## src/rtl/fetch_unit.sv

```systemverilog
// fetch_unit: instruction fetch stage feeding the decoder.
// Latency: request accept -> instr_valid is memory response latency + 1 cycle (no bypass).
// Backpressure: decoder stalls fill the buffer. Requests are credit-limited so that
//   buffered + outstanding <= FIFO_DEPTH, so a response always has a free slot.
//
// Ports:
//   clk, rst_n                      clock, asynchronous active-low reset
//   imem_req_valid/ready/addr       word request to instruction memory (addr = pc)
//   imem_rsp_valid/data             in-order response words, no backpressure
//   redirect_valid/pc               taken branch / jump: flush and restart fetch
//   instr_valid/ready, instr, instr_pc  buffer head presented to decode
//   fetch_fault                     sticky misaligned-redirect fault
//
// Optional feature macro: FETCH_ALIGN_CHECK_EN. When it is defined, a redirect to a
// non-word-aligned target raises fetch_fault, which is sticky until reset and stops
// all further fetching. When it is not defined, redirect_pc[1:0] is ignored and
// fetch_fault is tied low.

module fetch_unit #(
  parameter logic [31:0] RESET_PC   = 32'h0000_0000,
  parameter int          FIFO_DEPTH = 2
) (
  input  logic        clk,
  input  logic        rst_n,
  output logic        imem_req_valid,
  input  logic        imem_req_ready,
  output logic [31:0] imem_req_addr,
  input  logic        imem_rsp_valid,
  input  logic [31:0] imem_rsp_data,
  input  logic        redirect_valid,
  input  logic [31:0] redirect_pc,
  output logic        instr_valid,
  input  logic        instr_ready,
  output logic [31:0] instr,
  output logic [31:0] instr_pc,
  output logic        fetch_fault
);

  localparam int PW = $clog2(FIFO_DEPTH);
  localparam int CW = PW + 1;
  localparam int SW = CW + 1;
  localparam logic [CW-1:0] DEPTH_CNT = CW'(FIFO_DEPTH);
  localparam logic [SW-1:0] DEPTH_SUM = SW'(FIFO_DEPTH);

  // fetch state
  logic [31:0]   pc;
  logic [31:0]   resp_pc;
  logic [CW-1:0] outstanding;
  logic [CW-1:0] drop_cnt;

  // instruction buffer
  logic [31:0]   data_mem [FIFO_DEPTH];
  logic [31:0]   pc_mem   [FIFO_DEPTH];
  logic [PW-1:0] wr_ptr;
  logic [PW-1:0] rd_ptr;
  logic [CW-1:0] count;

  logic [31:0]   redirect_tgt;
  logic [SW-1:0] credit_used;
  logic          accept;
  logic          dropping;
  logic          push;
  logic          pop;

  // Targets are always forced to a word boundary; with the alignment check enabled a
  // misaligned target faults anyway, so what it would have fetched does not matter.
  assign redirect_tgt = {redirect_pc[31:2], 2'b00};

`ifdef FETCH_ALIGN_CHECK_EN
  logic fault_q;

  always_ff @(posedge clk or negedge rst_n) begin
    if (!rst_n) begin
      fault_q <= 1'b0;
    end else if (redirect_valid && (redirect_pc[1:0] != 2'b00)) begin
      fault_q <= 1'b1;
    end
  end

  assign fetch_fault = fault_q;
`else
  logic unused_low_bits;
  assign unused_low_bits = ^redirect_pc[1:0];
  assign fetch_fault     = 1'b0;
`endif

  // Credit check: every outstanding request owns a buffer slot, so the buffer can
  // never overflow regardless of decoder stalls.
  assign credit_used    = {1'b0, count} + {1'b0, outstanding};
  // rst_n gating keeps the request low while reset is held yet allows a request in
  // the very first cycle after release.
  assign imem_req_valid = rst_n && !redirect_valid && !fetch_fault && (credit_used < DEPTH_SUM);
  assign imem_req_addr  = pc;
  assign accept         = imem_req_valid && imem_req_ready;

  // Responses to requests issued before the latest redirect are discarded.
  assign dropping = (drop_cnt != '0);
  assign push     = imem_rsp_valid && !dropping && !redirect_valid;

  assign instr_valid = (count != '0);
  assign instr       = data_mem[rd_ptr];
  assign instr_pc    = pc_mem[rd_ptr];
  // A handshake in a redirect cycle is squashed along with the rest of the buffer.
  assign pop         = instr_valid && instr_ready && !redirect_valid;

  always_ff @(posedge clk or negedge rst_n) begin
    if (!rst_n) begin
      pc          <= RESET_PC;
      resp_pc     <= RESET_PC;
      outstanding <= '0;
      drop_cnt    <= '0;
      count       <= '0;
      wr_ptr      <= '0;
      rd_ptr      <= '0;
    end else if (redirect_valid) begin
      // No request is issued in a redirect cycle; a response arriving now is dropped
      // here, every other in-flight response is dropped later via drop_cnt.
      pc          <= redirect_tgt;
      resp_pc     <= redirect_tgt;
      outstanding <= outstanding - CW'(imem_rsp_valid);
      drop_cnt    <= outstanding - CW'(imem_rsp_valid);
      count       <= '0;
      wr_ptr      <= '0;
      rd_ptr      <= '0;
    end else begin
      if (accept) begin
        pc <= pc + 32'd4;
      end
      outstanding <= outstanding + CW'(accept) - CW'(imem_rsp_valid);
      if (imem_rsp_valid && dropping) begin
        drop_cnt <= drop_cnt - CW'(1);
      end
      if (push) begin
        resp_pc <= resp_pc + 32'd4;
        wr_ptr  <= wr_ptr + PW'(1);
      end
      if (pop) begin
        rd_ptr <= rd_ptr + PW'(1);
      end
      count <= count + CW'(push) - CW'(pop);
    end
  end

  // Buffer storage needs no reset: contents are only visible when count != 0.
  always_ff @(posedge clk) begin
    if (push) begin
      data_mem[wr_ptr] <= imem_rsp_data;
      pc_mem[wr_ptr]   <= resp_pc;
    end
  end

  a_no_overflow: assert property (@(posedge clk) disable iff (!rst_n)
    !(push && !pop && (count == DEPTH_CNT)));

  a_rsp_expected: assert property (@(posedge clk) disable iff (!rst_n)
    !(imem_rsp_valid && (outstanding == '0)));

  a_outstanding_bound: assert property (@(posedge clk) disable iff (!rst_n)
    (outstanding <= DEPTH_CNT) && (drop_cnt <= DEPTH_CNT));

endmodule
```

## config.mk

```make
export PLATFORM = sky130hd
export DESIGN_NAME = fetch_unit
export DESIGN_NICKNAME = d
export VERILOG_FILES = /design/src/rtl/fetch_unit.sv
export SDC_FILE = /design/constraint.sdc
export NUM_CORES = 1
export LEC_CHECK = 0
export BUFFER_PORTS_ARGS = -buffer_cell sky130_fd_sc_hd__buf_2
export CORE_MARGIN = 3
export CORE_UTILIZATION = 53
export DETAILED_ROUTE_END_ITERATION = 10
export GPL_ROUTABILITY_DRIVEN = 1
export PLACE_DENSITY = 0.77
export REMOVE_ABC_BUFFERS = 1
export SETUP_SLACK_MARGIN = 0.3
export SLEW_MARGIN = 40
export SYNTH_ARGS = -nofsm -noshare
export SYNTH_HDL_FRONTEND = slang
export SYNTH_SLANG_ARGS = --single-unit
```

## constraint.sdc

```tcl
create_clock -name clk -period 4.9 [get_ports clk]
set_input_delay 0.98 -clock clk [delete_from_list [all_inputs] [get_ports clk]]
set_output_delay 0.98 -clock clk [all_outputs]
set_load 0.1 [all_outputs]
```

==> run_results.csv, run 1 <==
group,metric,value,unit
run_status,status,"finished, final reports clean",
synth,synthXorXnorAreaFrac,5.13,%
critical_path,end_kind,"register",
detailed_routing,drtAntennaViolNets,0,
sta,fmax,283,MHz
detailed_routing,route.vias.total,5725,
critical_path,path_class,"register to register",
final_layout,design_area,10000,um2
synth,ys_seq_elements,192,
synth,avgSynthCellArea,13.4,um2
critical_path,cp_max_fo,17,
detailed_routing,drt_wl_total,18.4,mm
final_layout,area_growth_syn_to_layout,19.8,%
final_layout,final_common_cell,"buf_2",
synth,synth_top_family_by_area,"simple AND/OR/NAND/NOR gates",
sta,period_minus_slack,3.53,ns
critical_path,cp.arrival,3.88,ns
die,rows,45,
clocking,cts_made_buffers,17,
die,start_util,54.6,%
synth,syn_inst,624,
final_layout,final_cell_mix,"161 x buf_2, 124 x edfxtp_1, 67 x dfrtp_1, 64 x mux2_2, 55 x nand2_1",
synth,synth_edf_count,124,
synth,synthSimpleGateAreaFrac,12.5,%
place,io_buffers,161,
clocking,ctsHtreeMaxLevel,4,
detailed_routing,dr.first_iter.drc_count,414,
place,place_area,9400,um2
sta,tns,0,ns
global_routing,grt_first_pass_wirelength,29.4,mm
global_routing,grt-ovfl-total,0,
detailed_routing,drc,0,
synth,synthMuxAreaShare,8.62,%
place,gp_congestion,0.973,
die,core-area,15300,um2
synth,synth_ff_type,"edfxtp_1",
sta,setup_viol,0,
global_routing,grt_max_degree,79,
job,drv_cap,0,
min_path,hp-class,"register to register",
final_layout,fillers,1174,
power,p_leak,3.84,nW
final_layout,finalNetCount,867,
power,ir_worst_vdd,0.277,mV
sta,slew_violations,0,
clocking,cts_root_buf,"clkbuf_16",
synth,synth_seq_area_share,64.9,%
sta,max-slew-margin-rel,42.4,%
synth,synth.cell_area,8360,um2
global_routing,antenna_found_initial,0,
synth,synth_cell_types,50,
detailed_routing,drt-wirelength-per-cell,18.2,um
final_layout,drive_above_1_share,35.0,%
sta,post-route-period-util,72.0,%
clocking,post_cts_buffers,0,
clocking,postCtsHoldBufs,0,
clocking,cts_resized,0,
synth,synth_compound_area_share,5.42,%
global_routing,grt_util_all_layers,21.3,%
sta,rsz0062_at_grt,"no",
place,hpwlAfterDp,12.6,mm
clocking,cts_sinks,192,
sta,worst_pin_slew,0.856,ns
detailed_routing,via_per_inst,5.66,
sta,finalHoldViolCount,0,
clocking,path_clk_slew,0.07,ns
synth,postSynth.asyncResetShare,35.4,%
critical_path,cp-start-kind,"register",
sta,final.setup_skew,0.00714,ns
clocking,ctsLongestPathBuffers,2,
critical_path,required,5.25,ns
final_layout,antenna_cells,0,
synth,synth-adder-area-share,1.44,%
clocking,clk_latency,0.43,ns
detailed_routing,first_pass_iters,5,
power,pwr_density_cell,501,nW/um2
die,fp.dieH,132,um
die,dieArea,17300,um2
die,die-width,132,um
global_routing,first_global_vias,5717,
die,ios,169,
synth,ys_warn_count,0,
clocking,cts_tree,"done",
[per-layer routing]
| metal | track usage, % | part of all wire (%) | vias up |
|---|---|---|---|
| met5 | 0 | 0 | - |
| met4 | 7.23 | 2.2 | 0 |
| met3 | 4.90 | 7.5 | 31 |
| met2 | 33.1 | 46 | 286 |
| met1 | 30.0 | 44 | 2768 |
| li1 | - | - | 2640 |
[power by group]
part           switching, mW  internal (mW)  leakage [nW]
Clock                  0.582          0.853         0.290
Combinational           1.24          0.319          1.60
Sequential             0.149           1.89          1.95
[sequential cells by signal, summed over array words and instances (netlist names)]
name	count
data_mem	64
wr_ptr	1
rd_ptr	1
count	2
imem_req_addr	30
outstanding	2
drop_cnt	2
pc_mem	60
resp_pc	30
[final timing paths]
| check | startpoint | to | slack [ns] | cells after the start |
|---|---|---|---|---|
| setup / recovery | count[0] | outstanding[1] | 1.37 | 11 |
| hold / removal | resp_pc[31] | pc_mem[0][31] | 0.50 | 0 |
| setup reg to reg | count[0] | outstanding[1] | 1.37 | 11 |
| hold reg to reg | resp_pc[31] | pc_mem[0][31] | 0.50 | 0 |
| max in group asynchronous | rst_n | rd_ptr | 3.69 | 2 |
| min in group asynchronous | rst_n | imem_req_addr[26] | 0.69 | 2 |
[synthesized netlist by cell type (8+ instances only)]
cell type  instances  area share (%)
and3_1             9            0.67
edfxtp_1         124              45
inv_1             13            0.58
clkbuf_1          16            0.72
ha_1               8             1.2
nand2_1           55             2.5
nand4_1           24             1.8
o211ai_1           9            0.81
xnor2_1           23             2.4
o21ai_0           44             2.6
mux2_2            64             8.6
nor2_1            20            0.90
nand3_1           35             2.1
xor2_1            26             2.7
and2_1             8            0.60
nor4_1            11            0.82
dfrtp_1           68              20
[layout make-up]
cell class              count  area [um2]  area share (%)
repair buffers            166         860            8.58
clock inverters            14         188            1.87
clock buffers              18         429            4.28
well taps                 211         264            2.63
multi-input cells         397        2800            27.9
inverters                  14        52.6           0.524
flip-flops and latches    192        5430            54.2
[logic make-up after synthesis]
family | count (synthesis)
DFF | 192
buffers and inverters | 39
adders and majority gates | 9
muxes | 64
AOI/OAI and AO/OA | 77
and+or+nand+nor | 193
other | 1
xor gates and xnor gates | 49
[critical path: stages (launching register included)]
cell and delay (ns):
dfrtp_1 0.40, and2_1 0.18, fa_1 0.50, nor4b_2 0.38
and2_1 0.45, inv_1 0.38, ha_1 0.40, inv_1 0.04
ha_1 0.18, xnor2_1 0.12, o21ai_0 0.23, xor2_1 0.18
[stage by stage]
step | std cells | hold slack, ns | total power [mW] | util [%] | setup slack [ns]
final | 1012 | 0.497 | 5.03 | 65.4 | 1.37
after global routing | 1012 | 0.511 | 5.20 | 65.4 | 1.30
after CTS | 1012 | 0.495 | 5.05 | 65.4 | 1.41
after detailed placement | 980 | 0.480 | 3.62 | 61.4 | 1.36
after global placement | 980 | 0.477 | 3.59 | 61.3 | 1.42
after floorplan | 603 | 0.463 | 3.32 | - | 0.386
Power figures use the tool's default switching activity.
==> inputs of run 2 (changes only) <==
- clock period: 4.9 -> 3.4 ns (I/O delays scaled with it)
==> run 2 against run 1 <==
Critical path depth down 8. Combinational power up 47%. Die area unchanged. Final area up 0.80%. Power up 44%. Core utilization up 0.52 points. Clock skew up 0.0017 ns. Sequential cell count unchanged. Sequential power up 43%. Clock power up 42%. First-iteration DRC count down 5.8%. Largest cell class unchanged.
==> run_results.csv, run 2 (synthesis results as in run 1) <==
group,metric,value,unit
final_layout,antenna_cells,0,
die,rows,45,
min_path,hp-class,"input pin to async pin",
job,drv_cap,0,
detailed_routing,drt_wl_total,18.2,mm
detailed_routing,top_signal_layer_used,"met4",
critical_path,cp.arrival,2.14,ns
die,ios,169,
clocking,path_clk_slew,0.07,ns
place,hpwlAfterDp,12.8,mm
sta,final.setup_skew,0.00879,ns
clocking,cts_root_buf,"clkbuf_16",
sta,fmax,355,MHz
clocking,cts_resized,0,
critical_path,r2r_slack,0.64,ns
critical_path,cp-start-kind,"register",
detailed_routing,wl_met3,1.30,mm
detailed_routing,drc,0,
die,die-width,132,um
detailed_routing,first_pass_iters,5,
critical_path,rr_startpoint,"count[0]",
global_routing,first_global_vias,5946,
die,dieArea,17300,um2
sta,worst_pin_slew,0.770,ns
clocking,ctsLongestPathBuffers,2,
global_routing,grt_util_all_layers,21.7,%
critical_path,cp_max_fo,43,
final_layout,finalNetCount,872,
global_routing,grt_max_degree,69,
sta,max-slew-margin-rel,48.2,%
clocking,cts_tree,"done",
power,ir_worst_vdd,0.409,mV
final_layout,fillers,1169,
clocking,cts_made_buffers,17,
detailed_routing,via_per_inst,5.66,
detailed_routing,drt-wirelength-per-cell,17.9,um
sta,period_minus_slack,2.82,ns
final_layout,largest_reg_flops,64,
final_layout,final_cell_mix,"160 x buf_2, 124 x edfxtp_1, 67 x dfrtp_1, 64 x mux2_2, 55 x nand2_1",
final_layout,design_area,10100,um2
die,fp.dieH,132,um
place,gp_congestion,0.989,
global_routing,grt-ovfl-total,0,
power,p_leak,3.88,nW
die,core-area,15300,um2
critical_path,reg2reg_to,"outstanding[1]",
detailed_routing,wl_met2,8.56,mm
final_layout,area_growth_syn_to_layout,20.8,%
place,io_buffers,161,
critical_path,end_kind,"output port",
clocking,post_cts_buffers,0,
detailed_routing,wl_met1,8.02,mm
final_layout,drive_above_1_share,35.1,%
sta,slew_violations,0,
final_layout,largest_registers,"data_mem: 64 flops, pc_mem: 60 flops",
critical_path,reg2regPathDepth,12,
detailed_routing,dr.first_iter.drc_count,390,
run_status,status,"finished, final reports clean",
sta,finalHoldViolCount,0,
power,pwr_density_cell,716,nW/um2
clocking,cts_sinks,192,
sta,hold_ws,0.421,ns
detailed_routing,drtAntennaViolNets,0,
final_layout,final_common_cell,"buf_2",
detailed_routing,route.vias.total,5756,
final_layout,regMostFlops,"data_mem",
critical_path,required,2.72,ns
sta,setup_viol,0,
place,place_area,9490,um2
critical_path,path_class,"register to output port",
die,start_util,54.6,%
global_routing,grt_first_pass_wirelength,30.1,mm
clocking,clk_latency,0.43,ns
sta,rsz0062_at_grt,"no",
global_routing,antenna_found_initial,0,
clocking,postCtsHoldBufs,0,
sta,tns,0,ns
sta,post-route-period-util,83.0,%
clocking,ctsHtreeMaxLevel,4,
[run 2: changes by cell type in the layout (fill, tap and decap cells not counted), sizes merged]
cell,before,now
bufinv,4,3
clkinvlp,4,2
clkbuf,18,24
clkinv,4,2
buf,166,171
inv,16,15
[run 2: layout make-up]
class / count / area (um2) / area share (%)
flip-flops and latches: 192 / 5430 / 53.7
multi-input cells: 397 / 2800 / 27.7
repair buffers: 171 / 950 / 9.40
clock buffers: 24 / 482 / 4.77
well taps: 211 / 264 / 2.61
clock inverters: 8 / 128 / 1.26
inverters: 14 / 52.6 / 0.520
[run 2: metrics by stage]
| stage | utilization, % | std cells | power [mW] | worst slack (ns) |
|---|---|---|---|---|
| CTS | 65.9 | 1017 | 7.28 | 0.529 |
| finish | 66.0 | 1017 | 7.23 | 0.579 |
| global route | 66.0 | 1017 | 7.50 | 0.449 |
| global placement | 61.9 | 985 | 5.21 | 0.650 |
| detailed placement | 61.9 | 985 | 5.25 | 0.619 |
| floorplan | - | 603 | 4.79 | -1.11 |
[run 2: critical path, stage by stage (launching register included)]
cell and delay (ns):
dfrtp_2 0.70, buf_12 0.31, mux2_2 0.38, buf_2 0.29
[run 2: power by group]
part	leakage [nW]	total, mW	switching (mW)	internal [mW]
Sequential	1.95	2.91	0.197	2.72
Clock	0.291	2.03	0.808	1.22
Combinational	1.64	2.29	1.80	0.489
Total	3.88	7.23	2.81	4.43
[run 2: worst max-delay path by stage]
stage | startpoint | endpoint | slack (ns) | cells past startpoint
global placement | redirect_valid | pc_mem[0][31] | 0.65 | 6
CTS | rd_ptr | instr_pc[19] | 0.53 | 3
detailed placement | redirect_valid | pc_mem[0][29] | 0.62 | 6
finish | rd_ptr | instr_pc[24] | 0.58 | 3
floorplan | count[0] | outstanding[1] | -1.11 | 11
global route | rd_ptr | instr_pc[19] | 0.45 | 3
[run 2: layer usage]
metal / vias to the layer above / GRT usage [%]
met5: - / 0
met1: 2802 / 30.6
met3: 29 / 4.79
met2: 273 / 33.6
li1: 2652 / -
met4: 0 / 7.88
